**src/rtl/y86_pkg.sv**
```systemverilog
// Shared Y86-64 definitions: instruction codes, status codes, the SEQ stage
// state enum and the per-stage output decode used by the stage sequencer.
package y86_pkg;

   localparam logic [3:0] ICODE_HALT   = 4'h0;
   localparam logic [3:0] ICODE_NOP    = 4'h1;
   localparam logic [3:0] ICODE_RRMOVQ = 4'h2;
   localparam logic [3:0] ICODE_IRMOVQ = 4'h3;
   localparam logic [3:0] ICODE_RMMOVQ = 4'h4;
   localparam logic [3:0] ICODE_MRMOVQ = 4'h5;
   localparam logic [3:0] ICODE_OPQ    = 4'h6;
   localparam logic [3:0] ICODE_JXX    = 4'h7;
   localparam logic [3:0] ICODE_CALL   = 4'h8;
   localparam logic [3:0] ICODE_RET    = 4'h9;
   localparam logic [3:0] ICODE_PUSHQ  = 4'hA;
   localparam logic [3:0] ICODE_POPQ   = 4'hB;

   localparam logic [2:0] STAT_AOK = 3'd1;
   localparam logic [2:0] STAT_HLT = 3'd2;
   localparam logic [2:0] STAT_ADR = 3'd3;
   localparam logic [2:0] STAT_INS = 3'd4;

   typedef enum logic [3:0] {
      ST_IDLE,
      ST_FETCH,
      ST_DECODE,
      ST_EXECUTE,
      ST_MEMORY,
      ST_WRITEBACK,
      ST_PCUPD,
      ST_HALT,
      ST_ERROR
   } stage_e;

   typedef struct packed {
      logic fetch;
      logic decode;
      logic exec;
      logic mem;
      logic wb;
      logic pc;
      logic cc_we;
      logic mem_rd;
      logic mem_wr;
      logic busy;
   } stage_outs_t;

   function automatic logic is_read_icode(logic [3:0] ic);
      return (ic == ICODE_MRMOVQ) || (ic == ICODE_RET) || (ic == ICODE_POPQ);
   endfunction

   function automatic logic is_write_icode(logic [3:0] ic);
      return (ic == ICODE_RMMOVQ) || (ic == ICODE_CALL) || (ic == ICODE_PUSHQ);
   endfunction

   function automatic logic is_mem_icode(logic [3:0] ic);
      return is_read_icode(ic) || is_write_icode(ic);
   endfunction

   // Moore outputs for a stage, given the icode latched for the instruction.
   function automatic stage_outs_t stage_outs(stage_e st, logic [3:0] ic);
      stage_outs_t o;
      o = '0;
      case (st)
         ST_FETCH:     o.fetch = 1'b1;
         ST_DECODE:    o.decode = 1'b1;
         ST_EXECUTE: begin
            o.exec  = 1'b1;
            o.cc_we = (ic == ICODE_OPQ);
         end
         ST_MEMORY: begin
            o.mem    = 1'b1;
            o.mem_rd = is_read_icode(ic);
            o.mem_wr = is_write_icode(ic);
         end
         ST_WRITEBACK: o.wb = 1'b1;
         ST_PCUPD:     o.pc = 1'b1;
         default:      ;
      endcase
      o.busy = !((st == ST_IDLE) || (st == ST_HALT) || (st == ST_ERROR));
      return o;
   endfunction

endpackage

```
**src/rtl/mem_wait_timer.sv**
```systemverilog
// Counts MEMORY-stage cycles with mem_ready low; timeout flags the cycle that
// would be the MEM_TIMEOUT-th consecutive wait so the sequencer exits on its edge.
module mem_wait_timer #(
   parameter int unsigned MEM_TIMEOUT = 16
) (
   input  logic clk,
   input  logic rst_n,
   input  logic clear,
   input  logic count_en,
   output logic timeout
);

   localparam logic [7:0] LAST = 8'(MEM_TIMEOUT - 1);

   logic [7:0] count;

   assign timeout = count_en && (count == LAST);

   always_ff @(posedge clk or negedge rst_n) begin
      if (!rst_n) begin
         count <= '0;
      end else if (clear) begin
         count <= '0;
      end else if (count_en && !timeout) begin
         count <= count + 8'd1;
      end
   end

endmodule

```
**src/rtl/seq_stage_ctrl.sv**
```systemverilog
// Y86-64 SEQ stage sequencer: one-hot stage enables, memory strobes with timeout,
// status. Optional performance counters are built when SEQ_PERF_CNT_EN is defined.
module seq_stage_ctrl
   import y86_pkg::*;
#(
   parameter int unsigned MEM_TIMEOUT = 16
) (
   input  logic        clk,
   input  logic        rst_n,
   input  logic        start,
   input  logic [3:0]  icode,
   input  logic        instr_valid,
   input  logic        imem_error,
   input  logic        dmem_error,
   input  logic        mem_ready,
   output logic        fetch_en,
   output logic        decode_en,
   output logic        exec_en,
   output logic        mem_en,
   output logic        wb_en,
   output logic        pc_en,
   output logic        cc_we,
   output logic        mem_rd,
   output logic        mem_wr,
   output logic [2:0]  stat,
   output logic        busy,
   output logic [31:0] cycle_cnt,
   output logic [31:0] instr_cnt
);

   stage_e      state, state_nxt;
   logic [3:0]  icode_q, icode_nxt;
   logic [2:0]  stat_nxt;
   stage_outs_t outs_q;
   logic        start_armed;
   logic        timeout;

   mem_wait_timer #(.MEM_TIMEOUT(MEM_TIMEOUT)) u_timer (
      .clk      (clk),
      .rst_n    (rst_n),
      .clear    (state == ST_EXECUTE),
      .count_en ((state == ST_MEMORY) && !mem_ready && !dmem_error),
      .timeout  (timeout)
   );

   // NOTE: every variable gets a default first so no path leaves one unassigned (no latches).
   always_comb begin
      state_nxt = state;
      icode_nxt = icode_q;
      stat_nxt  = stat;
      case (state)
         ST_IDLE: if (start && start_armed) state_nxt = ST_FETCH;
         ST_FETCH: begin
            if (imem_error) begin
               state_nxt = ST_ERROR;
               stat_nxt  = STAT_ADR;
            end else if ((icode > ICODE_POPQ) || !instr_valid) begin
               state_nxt = ST_ERROR;
               stat_nxt  = STAT_INS;
            end else if (icode == ICODE_HALT) begin
               state_nxt = ST_HALT;
               stat_nxt  = STAT_HLT;
            end else begin
               state_nxt = ST_DECODE;
               icode_nxt = icode;
            end
         end
         ST_DECODE:  state_nxt = ST_EXECUTE;
         ST_EXECUTE: state_nxt = is_mem_icode(icode_q) ? ST_MEMORY : ST_WRITEBACK;
         ST_MEMORY: begin
            if (dmem_error || timeout) begin
               state_nxt = ST_ERROR;
               stat_nxt  = STAT_ADR;
            end else if (mem_ready) begin
               state_nxt = ST_WRITEBACK;
            end
         end
         ST_WRITEBACK: state_nxt = ST_PCUPD;
         ST_PCUPD:     state_nxt = ST_FETCH;
         ST_HALT:      state_nxt = ST_HALT;
         ST_ERROR:     state_nxt = ST_ERROR;
         default:      state_nxt = ST_IDLE;
      endcase
   end

   // NOTE: outputs are decoded from the next state and registered with <=, so each
   // output changes on the same edge that enters its state.
   always_ff @(posedge clk or negedge rst_n) begin
      if (!rst_n) begin
         state       <= ST_IDLE;
         icode_q     <= '0;
         stat        <= STAT_AOK;
         outs_q      <= '0;
         start_armed <= 1'b0;
      end else begin
         state       <= state_nxt;
         icode_q     <= icode_nxt;
         stat        <= stat_nxt;
         outs_q      <= stage_outs(state_nxt, icode_nxt);
         start_armed <= 1'b1;
      end
   end

   assign fetch_en  = outs_q.fetch;
   assign decode_en = outs_q.decode;
   assign exec_en   = outs_q.exec;
   assign mem_en    = outs_q.mem;
   assign wb_en     = outs_q.wb;
   assign pc_en     = outs_q.pc;
   assign cc_we     = outs_q.cc_we;
   assign mem_rd    = outs_q.mem_rd;
   assign mem_wr    = outs_q.mem_wr;
   assign busy      = outs_q.busy;

`ifdef SEQ_PERF_CNT_EN
   always_ff @(posedge clk or negedge rst_n) begin
      if (!rst_n) begin
         cycle_cnt <= '0;
         instr_cnt <= '0;
      end else begin
         if (outs_q.busy && (cycle_cnt != '1)) cycle_cnt <= cycle_cnt + 32'd1;
         if (outs_q.pc && (instr_cnt != '1))   instr_cnt <= instr_cnt + 32'd1;
      end
   end
`else
   assign cycle_cnt = '0;
   assign instr_cnt = '0;
`endif

endmodule

```
**config.mk**
```make
export PLATFORM = sky130hd
export DESIGN_NAME = seq_stage_ctrl
export DESIGN_NICKNAME = d
export VERILOG_FILES = /design/src/rtl/y86_pkg.sv /design/src/rtl/mem_wait_timer.sv /design/src/rtl/seq_stage_ctrl.sv
export SDC_FILE = /design/constraint.sdc
export NUM_CORES = 1
export LEC_CHECK = 0
export CORE_MARGIN = 8
export CORE_UTILIZATION = 42
export DETAILED_ROUTE_END_ITERATION = 16
export PLACE_DENSITY = 0.78
export SYNTH_ARGS = -nofsm -noshare
export SYNTH_HDL_FRONTEND = slang
export SYNTH_SLANG_ARGS = --single-unit
```
**constraint.sdc**
```tcl
create_clock -name clk -period 2.8 [get_ports clk]
set_input_delay 0.56 -clock clk [delete_from_list [all_inputs] [get_ports clk]]
set_output_delay 0.56 -clock clk [all_outputs]
set_load 0.05 [all_outputs]
```
==> results of run 1 <==
==> state kept, by name, indices dropped and copies added, names as in the netlist <==
| name | flops |
|---|---|
| icode_q | 4 |
| pc_en | 1 |
| start_armed | 1 |
| stat | 3 |
| mem_rd | 1 |
| decode_en | 1 |
| u_timer.count | 8 |
| state | 4 |
| wb_en | 1 |
| busy | 1 |
| exec_en | 1 |
| mem_wr | 1 |
| fetch_en | 1 |
| mem_en | 1 |
| cc_we | 1 |
==> layout make-up <==
type | count | area (sq um)
tap | 54 | 67.56
timing repair buffer | 28 | 267.8
sequential | 30 | 752.0
clock inverter | 2 | 12.51
fill | 442 | 2499
multi-input combinational | 163 | 945.9
clock buffer | 6 | 82.58
inverter | 9 | 33.78
==> power by group <==
| part | leakage, nW | internal, mW | switching [mW] |
|---|---|---|---|
| combinational | 0.623 | 0.291 | 0.642 |
| clock | 0.0472 | 0.197 | 0.152 |
| sequential | 0.395 | 0.549 | 0.0998 |
| total | 1.07 | 1.04 | 0.894 |
==> worst max-delay path, delay by kind of cell, from the launching register on <==
kind             cells  cell delay (ps)
AO/OA/AOI/OAI        2              550
flip-flops           1              490
AND/OR/NAND/NOR      3             1290
==> cells by family (layout without fill, tap and decap cells) <==
| family | count (synthesis) | in the layout | synth area share, % |
|---|---|---|---|
| xor gates and xnor gates | 7 | 7 | 3.047 |
| and+or+nand+nor | 65 | 65 | 19.40 |
| muxes | 1 | 1 | 0.4975 |
| buffers and inverters | 80 | 45 | 27.36 |
| other | 2 | 65 | 0.3733 |
| AOI/OAI and AO/OA | 24 | 24 | 11.32 |
| DFF | 30 | 30 | 37.38 |
| adders and majority gates | 1 | 1 | 0.6218 |
==> stage by stage <==
stage	cell area (sq um)	setup WS (ps)	instances
floorplan	2248	717.9	273
global placement	2067	136.0	284
detailed placement	2067	118.1	284
CTS	2162	408.9	292
global route	2162	261.8	292
finish	2162	395.9	292
==> worst min-delay path by stage <==
stage / startpoint / endpoint / slack (ps)
6_report: stat[0]$_DFFE_PN1P_ / stat[0]$_DFFE_PN1P_ / 480
5_1_grt: stat[2]$_DFFE_PN0P_ / stat[2]$_DFFE_PN0P_ / 510
4_1_cts: stat[0]$_DFFE_PN1P_ / stat[0]$_DFFE_PN1P_ / 490
3_5_place_dp: stat[2]$_DFFE_PN0P_ / stat[2]$_DFFE_PN0P_ / 480
3_3_place_gp: stat[0]$_DFFE_PN1P_ / stat[0]$_DFFE_PN1P_ / 460
2_1_floorplan: rst_n / busy$_DFF_PN0_ / 260
==> metal layers <==
layer	global-route usage, %	share of wire (%)
met3	4.054	6.8
met4	5.502	2.5
met1	10.91	41
met2	18.11	50
met5	0	0
==> layout by cell type, fill, tap and decap left out, types with 3 or more instances in the layout <==
master           instances
nand2_1                  6
nand2b_1                 5
a21oi_1                  3
nor4_1                   3
nor2b_1                  3
conb_1                  65
nor2_1                  14
clkdlybuf4s50_1         23
dfrtp_1                 29
nand3_1                  4
buf_4                    5
xor2_1                   6
nor3_1                   5
nand4_1                  6
inv_1                    9
and3_1                   3
clkbuf_8                 6
==> summary.md, run 1 <==
| Metric | Value |
|---|---|
| Status | `finished clean` |
| Synth async-reset ratio | `100.0%` |
| CP Data Required Time | `3010 ps` |
| Data arrival, critical path | `2610 ps` |
| Die area | `0.007261 sq mm` |
| Cell Rows | `25` |
| Total inserted antenna cells | `0` |
| Reg2Reg Depth | `5` |
| Actual slew at the worst max-slew pin | `slightly below 700 ps` |
| Top-area cell type share of the netlist area | `36.07%` |
| CTS tree | `built` |
| Total power | `~1.9 mW` |
| TritonRoute pass-1 iters | `4` |
| Resize count post-CTS | `0` |
| Via density | `about 4.7` |
| Max Cap Viol | `0` |
| CP max stage cell | `or4b_1` |
| Hold Path Class | `reg2reg` |
| Syn-to-layout area delta | `7.462%` |
| GRT Util Overall | `10.56%` |
| Leakage power | `around 1.1 nW` |
| Achievable Freq | `416.0 MHz` |
| Initial DRC count | `118` |
| CP endpoint kind | `register` |
| Top-count cell post-synth | `buf_4` |
| Vias | `1369` |
| CTS buffer count | `5` |
| Syn Area/Cell | `9.581 sq um` |
| WHS Path Cells | `2` |
| Setup_tns | `0 ps` |
| H-tree level count | `2` |
| Final setup viols | `0` |
| Largest net degree at the start of global routing | `31` |
| Sequential cell area fraction in the yosys report | `about 37%` |
| Critical Path Max Stage Delay | `720 ps` |
| Crit. Startpoint | `state[1]$_DFF_PN0_` |
| Io pins | `~90` |
| Unrepaired setup endpoints after global routing | `no` |
| # port buffers | `23` |
| CP Launch Type | `register` |
| Top post-synthesis cells by count | `buf_4 (64), dfrtp_1 (29), nor2_1 (14)` |
| Core Region | `0.004661 sq mm` |
| R2R Path Start | `state[1]$_DFF_PN0_` |
| Yosys top cell by area | `dfrtp_1` |
| Global-route wire length before repair | `6.210 mm` |
| Pwr dens | `892.9 mW/mm^2` |
| Clock Path Buffers | `2` |
| Grt ovf | `0` |
| Top FF cell, synth | `dfrtp_1` |
| Starting density of the core | `43.17%` |
| Initial antenna violation count | `0` |
| Sink Count | `30` |
| Post-CTS Setup Inserts | `0` |
| Hold Violations, Final | `0` |
| Final Util | `46.39%` |
| EDFF count, synth | `0` |
| Slew headroom | `53.25%` |
| Die width | `85.21 um` |
| Hold_ws | `around 480 ps` |
| Crit path kind | `reg2reg` |
| Clk_skew | `1.926 ps` |
| Setup crit end | `mem_wr$_DFF_PN0_` |
| Seq cells post-synth | `30` |
| Cells along the critical path | `or4b_1, nor4_1, o211ai_1, a2111oi_2, nor2b_1` |
| Die height | `85.21 um` |
| Layout cell share with drive strength beyond 1 | `8.403%` |
| Synth unique cells | `53` |
| Worst R2R End | `mem_wr$_DFF_PN0_` |
| Final min period | `2404 ps` |
| Fin crit share | `between 80% and 90%` |
| Vias in the first global route | `about 1.4k` |
| Yosys warns | `0` |
| Post-route antenna net violation count | `0` |
| Crit path max fanout | `10` |
| Placer Congestion | `0.8658` |
| Post-layout nets | `249` |
| Worst R2R Setup Slack | `400 ps` |
| # hold bufs at CTS | `0` |
| DP HPWL | `3.073 mm` |
| DR WL/cell | `12.99 um` |
| Post-synthesis instance total | `210` |
| Worst-skew pair later-pin latency | `280 ps` |
| Clk root buf | `clkbuf_8` |
| Area contributors post-synth | `dfrtp_1 (36%), buf_4 (24%), nor2_1 (2.6%)` |
| Final Max Tran Viols | `0` |
| Peak supply drop | `0.3438 mV` |
| Reg clk slew, reported paths | `60 ps` |
| Synthesized area | `0.002012 sq mm` |
| Post-Route WL | `around 3.8 mm` |
| Drc violations | `0` |
Note: power is estimated with default switching activity, not from simulation.
==> inputs of run 2 (changes only) <==
==> constraint.sdc (replaced) <==
create_clock -name clk -period 2.8 [get_ports clk]
set_input_delay 0.28 -clock clk [delete_from_list [all_inputs] [get_ports clk]]
set_output_delay 0.28 -clock clk [all_outputs]
set_load 0.05 [all_outputs]
==> run 2 against run 1 <==
Worst hold slack lost 99 ps. Routed wire length grew 2.3%. Power grew 3.2%. Utilization grew 0.081 points. Sequential power is essentially flat. Non-clock buffer count shrank 1. Via count shrank 2.4%. Register-to-register slack gained 70 ps. Die area is the same. Cell count shrank 0.34%. First-iteration DRC count shrank 22%. Critical endpoint is now mem_rd$_DFF_PN0_. Highest routed layer unchanged.
==> summary.md, run 2 (synthesis gave the netlist of run 1 again) <==
| Metric | Value |
|---|---|
| CTS tree | `built` |
| Total inserted antenna cells | `0` |
| Core Region | `0.004661 sq mm` |
| CTS buffer count | `5` |
| Max Cap Viol | `0` |
| Worst-skew pair later-pin latency | `approximately 280 ps` |
| DR WL/cell | `approximately 13 um` |
| Initial DRC count | `92` |
| Regs by FF count | `u_timer.count: 8 flops, icode_q: 4 flops, state: 4 flops` |
| Layout cell share with drive strength beyond 1 | `7.173%` |
| Actual slew at the worst max-slew pin | `762.0 ps` |
| Placed insts | `283` |
| Hold Violations, Final | `0` |
| Resize count post-CTS | `0` |
| Fin cells | `291` |
| Largest Register | `u_timer.count` |
| Vias in the first global route | `1462` |
| H-tree level count | `2` |
| Pwr dens | `about 920 mW/mm^2` |
| Most common cell after layout, fill and taps aside | `conb_1` |
| Post-layout nets | `248` |
| Vias | `roughly 1.3k` |
| # hold bufs at CTS | `0` |
| Worst R2R End | `mem_rd$_DFF_PN0_` |
| Clock Path Buffers | `2` |
| Post-CTS Setup Inserts | `0` |
| CP endpoint kind | `register` |
| Grt ovf | `0` |
| Achievable Freq | `about 430 MHz` |
| Cells along the critical path | `or4b_1, nor4_1, o211ai_1, a2111oi_2, and2_1` |
| Die width | `85.21 um` |
| Placer Congestion | `about 0.86` |
| Peak supply drop | `0.3749 mV` |
| Cell Rows | `25` |
| Via density | `4.591` |
| # port buffers | `23` |
| Crit path max fanout | `10` |
| TritonRoute pass-1 iters | `4` |
| CP Launch Type | `register` |
| Critical Path Max Stage Delay | `around 730 ps` |
| Worst R2R Setup Slack | `460 ps` |
| CP Data Required Time | `~3000 ps` |
| GRT Util Overall | `10.97%` |
| Max reg flops | `8` |
| Post-route antenna net violation count | `0` |
| Global-route wire length before repair | `~6.5 mm` |
| Commonest cells after routing, fill and taps aside | `conb_1 (65), dfrtp_1 (29), clkdlybuf4s50_1 (23), nor2_1 (14), inv_1 (9)` |
| Unrepaired setup endpoints after global routing | `no` |
| Starting density of the core | `43.17%` |
| Hold Path Class | `in2async` |
| Io pins | `88` |
| Fin crit share | `a little over four fifths` |
| Syn-to-layout area delta | `7.649%` |
| CP max stage cell | `or4b_1` |
| Final setup viols | `0` |
| Drc violations | `0` |
| Leakage power | `about 1.1 nW` |
| Data arrival, critical path | `2560 ps` |
| Initial antenna violation count | `0` |
| Die height | `85.21 um` |
| Slew headroom | `48.73%` |
| Setup_tns | `0 ps` |
| Post-Route WL | `3.882 mm` |
| Die area | `around 0.0073 sq mm` |
| Final Max Tran Viols | `0` |
| DP HPWL | `3.126 mm` |
| Final min period | `2339 ps` |
| Sink Count | `30` |
| R2R Path Start | `state[1]$_DFF_PN0_` |
| Largest net degree at the start of global routing | `31` |
| Reg2Reg Depth | `5` |
| Reg clk slew, reported paths | `~60 ps` |
| Status | `finished clean` |
| Crit path kind | `reg2reg` |
| Clk_skew | `5.769 ps` |
| Clk root buf | `clkbuf_8` |
## run 2: routing by layer
layer / global-route usage [%] / wire [um] / up-vias
met1: 11.41 / 1564 / 629
met3: 3.958 / 301 / 8
met2: 19.03 / 1940 / 59
met5: 0 / 0 / -
li1: - / - / 640
met4: 5.502 / 76 / 0
## run 2: area by class of cell
type / instances / area [sq um]
clock inverter: 1 / 30.03
sequential: 30 / 752.0
inverter: 9 / 33.78
timing repair buffer: 27 / 260.3
multi-input combinational: 163 / 945.9
tap: 54 / 67.56
clock buffer: 7 / 76.32
fill: 473 / 2495
## run 2: worst max path at each step
stage                                  start          endpoint  slack (ps)  cells past startpoint
after CTS                 state[1]$_DFF_PN0_  mem_rd$_DFF_PN0_         440                      5
after global routing      state[1]$_DFF_PN0_  mem_wr$_DFF_PN0_         310                      5
final                     state[1]$_DFF_PN0_  mem_rd$_DFF_PN0_         460                      5
after global placement              icode[0]  mem_rd$_DFF_PN0_         430                      6
after floorplan           state[1]$_DFF_PN0_  mem_wr$_DFF_PN0_         720                      7
after detailed placement            icode[0]  mem_rd$_DFF_PN0_         370                      6
## run 2: worst max-delay path, delay by kind of cell, from the launching register on
family | cells | cell delay, ps
DFF | 1 | 490
AOI/OAI and AO/OA | 2 | 560
and+or+nand+nor | 3 | 1220
## run 2: stage by stage
step,power [mW],setup slack (ps),cell area (sq um),util (%),hold WS [ps]
3_5_place_dp,1.585,370.3,2059,44.19,455.8
3_3_place_gp,1.568,434.7,2059,44.19,455.7
5_1_grt,2.119,307.9,2166,46.47,413.8
2_1_floorplan,1.433,717.9,2248,-,-15.59
6_report,1.992,461.4,2166,46.47,381.9
4_1_cts,2.004,437.0,2166,46.47,395.7
## run 2: power by group
part           internal [mW]  leakage [nW]  switching [mW]  total [mW]
sequential             0.549         0.395          0.0978       0.646
clock                  0.266        0.0524           0.149       0.415
combinational          0.284         0.619           0.647       0.931
total                   1.10          1.07           0.894        1.99
